## config.mk

```make
export PLATFORM = sky130hd
export DESIGN_NAME = recur_gen
export DESIGN_NICKNAME = d
export VERILOG_FILES = /design/src/rtl/recur_gen.sv
export SDC_FILE = /design/constraint.sdc
export NUM_CORES = 1
export LEC_CHECK = 0
export BUFFER_PORTS_ARGS = -buffer_cell sky130_fd_sc_hd__buf_2
export CORE_ASPECT_RATIO = 0.5
export CORE_MARGIN = 4
export CORE_UTILIZATION = 55
export CTS_CLUSTER_SIZE = 16
export DETAILED_ROUTE_END_ITERATION = 8
export PLACE_DENSITY_LB_ADDON = 0.05
export RECOVER_POWER = 50
export SETUP_SLACK_MARGIN = 0.15
export SYNTH_ARGS = -nofsm -noshare
export SYNTH_HDL_FRONTEND = slang
export SYNTH_SLANG_ARGS = --single-unit
```

## constraint.sdc

```tcl
create_clock -name clk -period 4.1 [get_ports clk]
set_input_delay 0.82 -clock clk [delete_from_list [all_inputs] [get_ports clk]]
set_output_delay 0.82 -clock clk [all_outputs]
set_load 0.005 [all_outputs]
```

## src/rtl/recur_gen.sv

```systemverilog
// recur_gen: emits N_TERMS terms of the linear recurrence
//   x[0]=SEED0, x[1]=SEED1, x[k]=COEF_A*x[k-1]+COEF_B*x[k-2]
// one term per enabled cycle, with a sticky per-run overflow flag.
// Build option: define RECUR_GEN_SAT_EN to saturate out-of-range terms;
// otherwise they wrap (two's-complement truncation). ovf is the same in both.
module recur_gen #(
  parameter int                       WIDTH   = 20,
  parameter int                       N_TERMS = 32,
  parameter logic signed [7:0]        COEF_A  = 8'sd1,
  parameter logic signed [7:0]        COEF_B  = 8'sd1,
  parameter logic signed [WIDTH-1:0]  SEED0   = '0,
  parameter logic signed [WIDTH-1:0]  SEED1   = {{(WIDTH-1){1'b0}}, 1'b1}
) (
  input  logic                    clk,
  input  logic                    rst,
  input  logic                    start,
  input  logic                    en,
  output logic signed [WIDTH-1:0] result,
  output logic                    valid,
  output logic [15:0]             index,
  output logic                    busy,
  output logic                    done,
  output logic                    ovf
);

  // Full-precision width: 8x WIDTH product plus one carry bit, with headroom.
  localparam int FW = WIDTH + 10;
  localparam logic [15:0] LAST = 16'(N_TERMS - 1);
  localparam logic signed [FW-1:0] MAX_F = {{(FW-WIDTH+1){1'b0}}, {(WIDTH-1){1'b1}}};
  localparam logic signed [FW-1:0] MIN_F = {{(FW-WIDTH+1){1'b1}}, {(WIDTH-1){1'b0}}};

  typedef enum logic [1:0] {IDLE, RUN, DONE} state_t;

  state_t                  state;
  logic signed [WIDTH-1:0] xm1;   // x[k-1], stored reduced value
  logic signed [WIDTH-1:0] xm2;   // x[k-2], stored reduced value

  logic signed [FW-1:0] coef_a_ext, coef_b_ext, xm1_ext, xm2_ext;
  logic signed [FW-1:0] sum_full;
  logic signed [WIDTH-1:0] sum_red;
  logic                    sum_ovf;

  function automatic logic out_of_range(input logic signed [FW-1:0] v);
    return (v > MAX_F) || (v < MIN_F);
  endfunction

  function automatic logic signed [WIDTH-1:0] reduce(input logic signed [FW-1:0] v);
`ifdef RECUR_GEN_SAT_EN
    if (v > MAX_F)      return MAX_F[WIDTH-1:0];
    else if (v < MIN_F) return MIN_F[WIDTH-1:0];
    else                return v[WIDTH-1:0];
`else
    return v[WIDTH-1:0];
`endif
  endfunction

  assign coef_a_ext = {{(FW-8){COEF_A[7]}}, COEF_A};
  assign coef_b_ext = {{(FW-8){COEF_B[7]}}, COEF_B};
  assign xm1_ext    = {{(FW-WIDTH){xm1[WIDTH-1]}}, xm1};
  assign xm2_ext    = {{(FW-WIDTH){xm2[WIDTH-1]}}, xm2};

  // Next recurrence term at full precision, then its reduced form and range flag.
  always_comb begin
    sum_full = (coef_a_ext * xm1_ext) + (coef_b_ext * xm2_ext);
    sum_red  = reduce(sum_full);
    sum_ovf  = out_of_range(sum_full);
  end

  // Control FSM with registered outputs and term history.
  always_ff @(posedge clk or negedge rst) begin
    if (!rst) begin
      state  <= IDLE;
      result <= '0;
      index  <= '0;
      valid  <= 1'b0;
      busy   <= 1'b0;
      done   <= 1'b0;
      ovf    <= 1'b0;
      xm1    <= '0;
      xm2    <= '0;
    end else if ((state == IDLE || state == DONE) && start) begin
      // Accepted start: emit x[0] immediately and open a fresh run.
      state  <= RUN;
      result <= SEED0;
      index  <= '0;
      valid  <= 1'b1;
      busy   <= 1'b1;
      done   <= 1'b0;
      ovf    <= 1'b0;
      xm1    <= SEED0;
      xm2    <= '0;
    end else begin
      case (state)
        RUN: begin
          if (!en) begin
            valid <= 1'b0;
          end else if (index == LAST) begin
            state <= DONE;
            valid <= 1'b0;
            busy  <= 1'b0;
            done  <= 1'b1;
          end else if (index == 16'd0) begin
            result <= SEED1;
            index  <= 16'd1;
            valid  <= 1'b1;
            xm2    <= xm1;
            xm1    <= SEED1;
          end else begin
            result <= sum_red;
            index  <= index + 16'd1;
            valid  <= 1'b1;
            ovf    <= ovf | sum_ovf;
            xm2    <= xm1;
            xm1    <= sum_red;
          end
        end
        DONE: begin
          state <= IDLE;
          done  <= 1'b0;
          valid <= 1'b0;
        end
        default: begin
          state <= IDLE;
          valid <= 1'b0;
          done  <= 1'b0;
          busy  <= 1'b0;
        end
      endcase
    end
  end

endmodule

```

==> flow_summary.json, run 1 <==
{
  "slew_viol_final": 0,
  "routed_via_density": 5.91,
  "p_seq_frac": 0.375,
  "pwr-share-comb": 0.296,
  "p_leak_nw": 2.06,
  "post_cts_resized": 0,
  "whs_path_depth": 2,
  "multi_input_area_um2": 1970,
  "ys_types": 56,
  "synthMuxAreaShare": 0.00554,
  "drive_gt1_frac": 0.153,
  "status": "finished clean",
  "synth-compound-area-share": 0.226,
  "fillers": 513,
  "grt-ovfl-total": 0,
  "placement.io_buffers": 43,
  "synth-xor-area-share": 0.0436,
  "hpwl_mm": 5.93,
  "seq_area_frac_synth": 0.423,
  "worstHoldStart": "ovf",
  "cts_tree": "yes",
  "final_common_cell": "nand2_1",
  "critPathLaunchType": "flop",
  "worst_ep_arrival_time_ns": 3.01,
  "max_slew_margin": 0.0179,
  "reg2reg_from": "index[0]",
  "min_path_type": "reg2reg",
  "boundaryPins": 44,
  "die_x_um": 123,
  "syn-instance-count": 400,
  "insertion_delay_ns": 0.33,
  "placed_cells": 518,
  "root_buffer": "clkbuf_16",
  "synthSimpleGateAreaFrac": 0.188,
  "cts_hold_buf": 0,
  "fin_skew_ns": 0.00564,
  "worst_pin_slew_ns": 1.47,
  "hold_viol": 0,
  "hold_ws_ns": 0.489,
  "cts_max_level": 3,
  "cp-end-kind": "flop",
  "syn_to_final_growth_pct": 15.0,
  "fmax_mhz": 357,
  "place_congestion": 0.869,
  "dr.pass1.iters": 5,
  "drc": 0,
  "dieArea_um2": 8010,
  "post-cts-setup-buffers": 0,
  "crit_path_max_fanout": 23,
  "path_clk_slew_ns": 0.05,
  "ys_seq_elements": 61,
  "num_antenna_cells": 0,
  "synth_nets": 427,
  "setup-tns-final_ns": 0,
  "p_per_area_nw_per_um2": 524,
  "final_cell_mix": "nand2_1 (77), dfrtp_1 (61), a21oi_1 (37), buf_2 (36), o21ai_0 (32)",
  "cap_violations": 0,
  "initialDrtViolationCount": 185,
  "reg2reg_to": "index[13]",
  "ir_worst_vdd_mv": 0.255,
  "synth_fa_ha_area_frac": 0.0817,
  "ff_latch_area_um2": 1530,
  "cts_sinks": 61,
  "antenna_found_initial": 0,
  "grt_pass1_vias": 3031,
  "synth_top_family_by_area": "compound AO/OA/AOI/OAI gates",
  "cts_buffer_depth": 2,
  "fin_crit_sh": 0.684,
  "hold-path-endpoint": "ovf",
  "crit_required_ns": 4.30,
  "grt_pass1_wl_mm": 14.6,
  "r2r_setup_slack_ns": 1.30,
  "coreArea_um2": 6210,
  "finalSetupViolCount": 0,
  "final_cells": 532,
  "ys_warn_count": 0,
  "num_vias": 3142,
  "reg2reg_depth": 9,
  "syn_area_per_cell_um2": 9.03,
  "ant_nets": 0,
  "synth_area_um2": 3610,
  "internal-power_mw": 1.45,
  "wl_per_cell_um": 16.3,
  "switchingPower_uw": 729,
  "synth-main-ff-cell": "dfrtp_1",
  "row_count": 20,
  "pwr-share-clk": 0.330,
  "wirelength_mm": 8.65,
  "grt_max_degree": 36,
  "start_util": 0.582,
  "switching_share": 0.335,
  "die_h_um": 65.3,
  "rsz0062_at_grt": "false",
  "grt_use_total": 0.235,
  "nets": 468,
  "synth_edf_count": 0,
  "critPathKind": "reg2reg",
  "fin_crit_ns": 2.80,
  "async_flop_share": 1.00,
  "cts_buffers": 9
}
## power groups by stage
stage	Clock [mW]	Sequential [mW]	Combinational, mW
2_1_floorplan	0	0.806	0.459
3_3_place_gp	0	0.815	0.630
3_5_place_dp	0	0.823	0.641
4_1_cts	0.736	0.816	0.646
5_1_grt	0.765	0.835	0.727
6_report	0.718	0.816	0.644
## cells in the mapped netlist, types with 3 or more instances
cell type,count,area share
o21ai_0,32,0.044
inv_1,6,0.0062
a21o_1,15,0.031
and3_1,5,0.0087
a22o_1,3,0.0073
xnor2_1,7,0.017
o22ai_1,3,0.0052
a21oi_1,37,0.051
nand4_1,8,0.014
buf_2,5,0.0069
a31oi_1,3,0.0052
nand2_1,77,0.080
a211oi_1,6,0.012
o31ai_1,3,0.0062
clkbuf_1,7,0.0073
dfrtp_1,61,0.42
nor2b_1,5,0.0087
xor2_1,11,0.027
nor2_1,19,0.020
nand3_1,7,0.0097
and2_1,4,0.0069
o21ai_1,10,0.014
nand2b_1,3,0.0052
ha_1,22,0.076
## worst max-delay path, cell delays in order, from the launching register on
cell     delay, ns
dfrtp_1       0.43
ha_1          0.25
and4_1        0.25
nand4_1       0.16
nand3_1       0.12
buf_4         0.28
or2_1         0.77
o21ai_0       0.23
nand2_1       0.11
o21ai_0       0.08
## cells by family after synthesis
group | Yosys count
fa+ha+maj | 23
mux | 2
simple gates | 143
xor+xnor | 18
compound gates | 129
flops | 61
buf+inv | 24
## layout make-up
| type | instances | share of cell area |
|---|---|---|
| inverters | 7 | 0.00633 |
| clock inverters | 1 | 0.00120 |
| well taps | 88 | 0.0265 |
| flip-flops and latches | 61 | 0.367 |
| clock buffers | 13 | 0.0675 |
| multi-input cells | 315 | 0.475 |
| repair buffers | 47 | 0.0563 |
## stage by stage
step                setup slack (ns)  total power [mW]  utilization  instance area (µm²)
floorplan                       1.90              1.26            -                 3610
global placement                1.43              1.45        0.625                 3880
detailed placement              1.32              1.46        0.625                 3880
CTS                             1.28              2.20        0.671                 4170
global route                   0.958              2.33        0.669                 4150
finish                          1.30              2.18        0.669                 4150
## worst max-delay path by stage
stage	start	slack, ns	end
after floorplan	xm1[0]	1.90	xm1[18]
after global placement	start	1.43	index[13]
after detailed placement	index[0]	1.32	index[13]
after CTS	index[0]	1.28	index[13]
after global routing	index[0]	0.96	index[13]
final	index[0]	1.30	index[13]
## flip-flops by register name (all words and copies together) (netlist names)
name,flops
busy,1
index,16
ovf,1
state,2
valid,1
xm1,20
xm2,20
## metal layers
layer	global-route usage	share of wire	up-vias
li1	-	-	1517
met1	0.318	0.49	1511
met2	0.362	0.44	103
met3	0.0722	0.065	11
met4	0.0781	0.011	0
met5	0	0	-
Power figures use the tool's default switching activity.
==> run 2: changes to the inputs <==
- ABC_AREA: not set -> 1
- clock period: 4.1 -> 2.94 ns (I/O delays scaled with it)
==> run 2 against run 1 <==
Count of clock-buffer cells in the layout decreased by 3. Total power up 140%. Critical path depth unchanged. The run now ends with max-capacitance violations, max-slew violations left. Largest cell class unchanged. Clock skew up 0.0015 ns. Core utilization down 1.4 points. Critical endpoint is now index[6]. Critical path type unchanged. Fmax is 22% higher. Clock power increased by 45%.
==> flow_summary.json, run 2 <==
{
  "final_cells": 674,
  "final_common_cell": "nand2_1",
  "setup-tns-final_ns": 0,
  "placement.io_buffers": 43,
  "root_buffer": "clkbuf_16",
  "cts_buffers": 9,
  "boundaryPins": 44,
  "grt_pass1_wl_mm": 15.8,
  "cap_violations": 1,
  "drive_gt1_frac": 0.107,
  "cpPeakStageDelay_ns": 0.40,
  "worst_ep_arrival_time_ns": 2.52,
  "routed_via_density": 5.29,
  "hpwl_mm": 6.78,
  "num_vias": 3567,
  "syn_area_per_cell_um2": 7.43,
  "critPathKind": "reg2reg",
  "worstPathCellList": "ha_1, nand2_1, nor2_1, nand3_2, nand2_4, nand2_4, inv_4, o21ai_0, and2_1",
  "rsz0062_at_grt": "false",
  "ir_worst_vdd_mv": 0.409,
  "die_x_um": 128,
  "synth_edf_count": 0,
  "crit_path_max_fanout": 34,
  "critPathLaunchType": "flop",
  "syn-instance-count": 532,
  "place_congestion": 0.872,
  "antenna_found_initial": 0,
  "violations": "max-capacitance violations, max-slew violations",
  "max_slew_margin": -0.0551,
  "cts_tree": "yes",
  "async_flop_share": 1.00,
  "fin_skew_ns": 0.00713,
  "ys_seq_elements": 61,
  "num_antenna_cells": 0,
  "ys_types": 35,
  "synth_area_um2": 3960,
  "ant_nets": 0,
  "ys_warn_count": 0,
  "synth_top_cell_area_share": 0.386,
  "dr.pass1.iters": 5,
  "post_cts_resized": 0,
  "grt-ovfl-total": 0,
  "grt_use_total": 0.236,
  "drc": 0,
  "synth_nets": 559,
  "row_count": 21,
  "status": "finished, violations left",
  "insertion_delay_ns": 0.34,
  "fin_crit_ns": 2.29,
  "die_h_um": 68.0,
  "grt_max_degree": 35,
  "slew_viol_final": 31,
  "cp_num_buf_inv": 1,
  "seq_area_frac_synth": 0.386,
  "cp-end-kind": "flop",
  "p_leak_nw": 2.37,
  "synth.area.top_cells": "dfrtp_1 (39%), nand2_1 (15%), ha_1 (7.0%)",
  "path_clk_slew_ns": 0.06,
  "nets": 604,
  "finalSetupViolCount": 0,
  "crit_top_cell": "nand2_4",
  "top_regs": "xm1 (20), xm2 (20), index (16)",
  "p_per_area_nw_per_um2": 1160,
  "fmax_mhz": 437,
  "dieArea_um2": 8690,
  "yosysTopAreaCell": "dfrtp_1",
  "cts_sinks": 61,
  "wl_per_cell_um": 14.0,
  "hold_viol": 0,
  "crit_required_ns": 3.17,
  "coreArea_um2": 6830,
  "synth-main-ff-cell": "dfrtp_1",
  "fin_crit_sh": 0.779,
  "placed_cells": 658,
  "wirelength_mm": 9.47,
  "path_delay_family": "simple AND/OR/NAND/NOR gates",
  "grt_pass1_vias": 3229,
  "cts_hold_buf": 0,
  "worst_pin_slew_ns": 1.58,
  "slowest_stage": "dfrtp_1",
  "initialDrtViolationCount": 218,
  "start_util": 0.579,
  "cts_buffer_depth": 2,
  "syn_to_final_growth_pct": 13.3,
  "min_path_type": "reg2reg",
  "yosysMostFrequentCell": "nand2_1",
  "cts_max_level": 3,
  "final_cell_mix": "nand2_1 (160), inv_1 (70), dfrtp_1 (61), nor2_1 (42), nand3_1 (37)",
  "post-cts-setup-buffers": 0,
  "ys_top_cells_by_count": "nand2_1 (160), inv_1 (70), dfrtp_1 (61)"
}
-- run 2: changes by cell type after synthesis, moves of 6 or more --
cell and delta:
a21o_1 -15, a211oi_1 -6, nor2_1 +23, inv_1 +64, o21ai_1 -9, a21oi_1 -18, nand3_1 +30, clkbuf_1 -6
o22ai_1 +7, nand2_1 +83
-- run 2: layout make-up --
cell class                 count  area, µm²
sequential                    61       1530
clock buffer                  10        229
tap                           92        115
multi-input combinational    387       2060
inverter                      73        277
clock inverter                 6       63.8
fill                         614       2350
timing repair buffer          45        213
-- run 2: power breakdown --
| group | switching (mW) | internal, mW | total, mW |
|---|---|---|---|
| logic | 1.62 | 1.03 | 2.64 |
| registers | 0.326 | 1.19 | 1.51 |
| clock network | 0.390 | 0.653 | 1.04 |
-- run 2: path summary, 6_finish.rpt --
| kind | start | to | slack (ns) | cells after the start |
|---|---|---|---|---|
| setup / recovery | index[0] | index[6] | 0.65 | 9 |
| max in group asynchronous | rst | index[3] | 0.77 | 2 |
| hold reg to reg | busy | busy | 0.48 | 2 |
| min in group asynchronous | rst | xm1[7] | 0.64 | 1 |
| hold / removal | busy | busy | 0.48 | 2 |
| setup reg to reg | index[0] | index[6] | 0.65 | 9 |
-- run 2: layer usage --
layer,global-route usage,vias to the layer above,share of wire
met5,0,-,0
met4,0.0728,0,0.013
met3,0.0647,14,0.054
met2,0.354,103,0.43
met1,0.334,1629,0.51
li1,-,1821,-
-- run 2: tightest hold or removal path, cell delays in order (launching register included) --
cell     delay (ns)
dfrtp_1        0.35
nand2_1        0.06
nand2_1        0.05
-- run 2: kinds of logic after synthesis --
kind of cell,count (synthesis),share of synthesized area
and+or+nand+nor,275,0.305
buffers and inverters,84,0.0943
AOI/OAI and AO/OA,75,0.109
adders and majority gates,23,0.0747
xor gates and xnor gates,14,0.0310
DFF,61,0.386
-- run 2: metrics by stage --
stage	instance area, µm²	util	setup WS [ns]	hold slack, ns	power (mW)
after global routing	4480	0.656	0.260	0.487	5.69
after CTS	4510	0.660	0.646	0.312	5.23
final	4480	0.656	0.651	0.483	5.20
after global placement	4220	0.617	0.749	0.460	4.10
after detailed placement	4220	0.617	0.655	0.467	4.14
after floorplan	3960	-	1.07	0.292	3.44
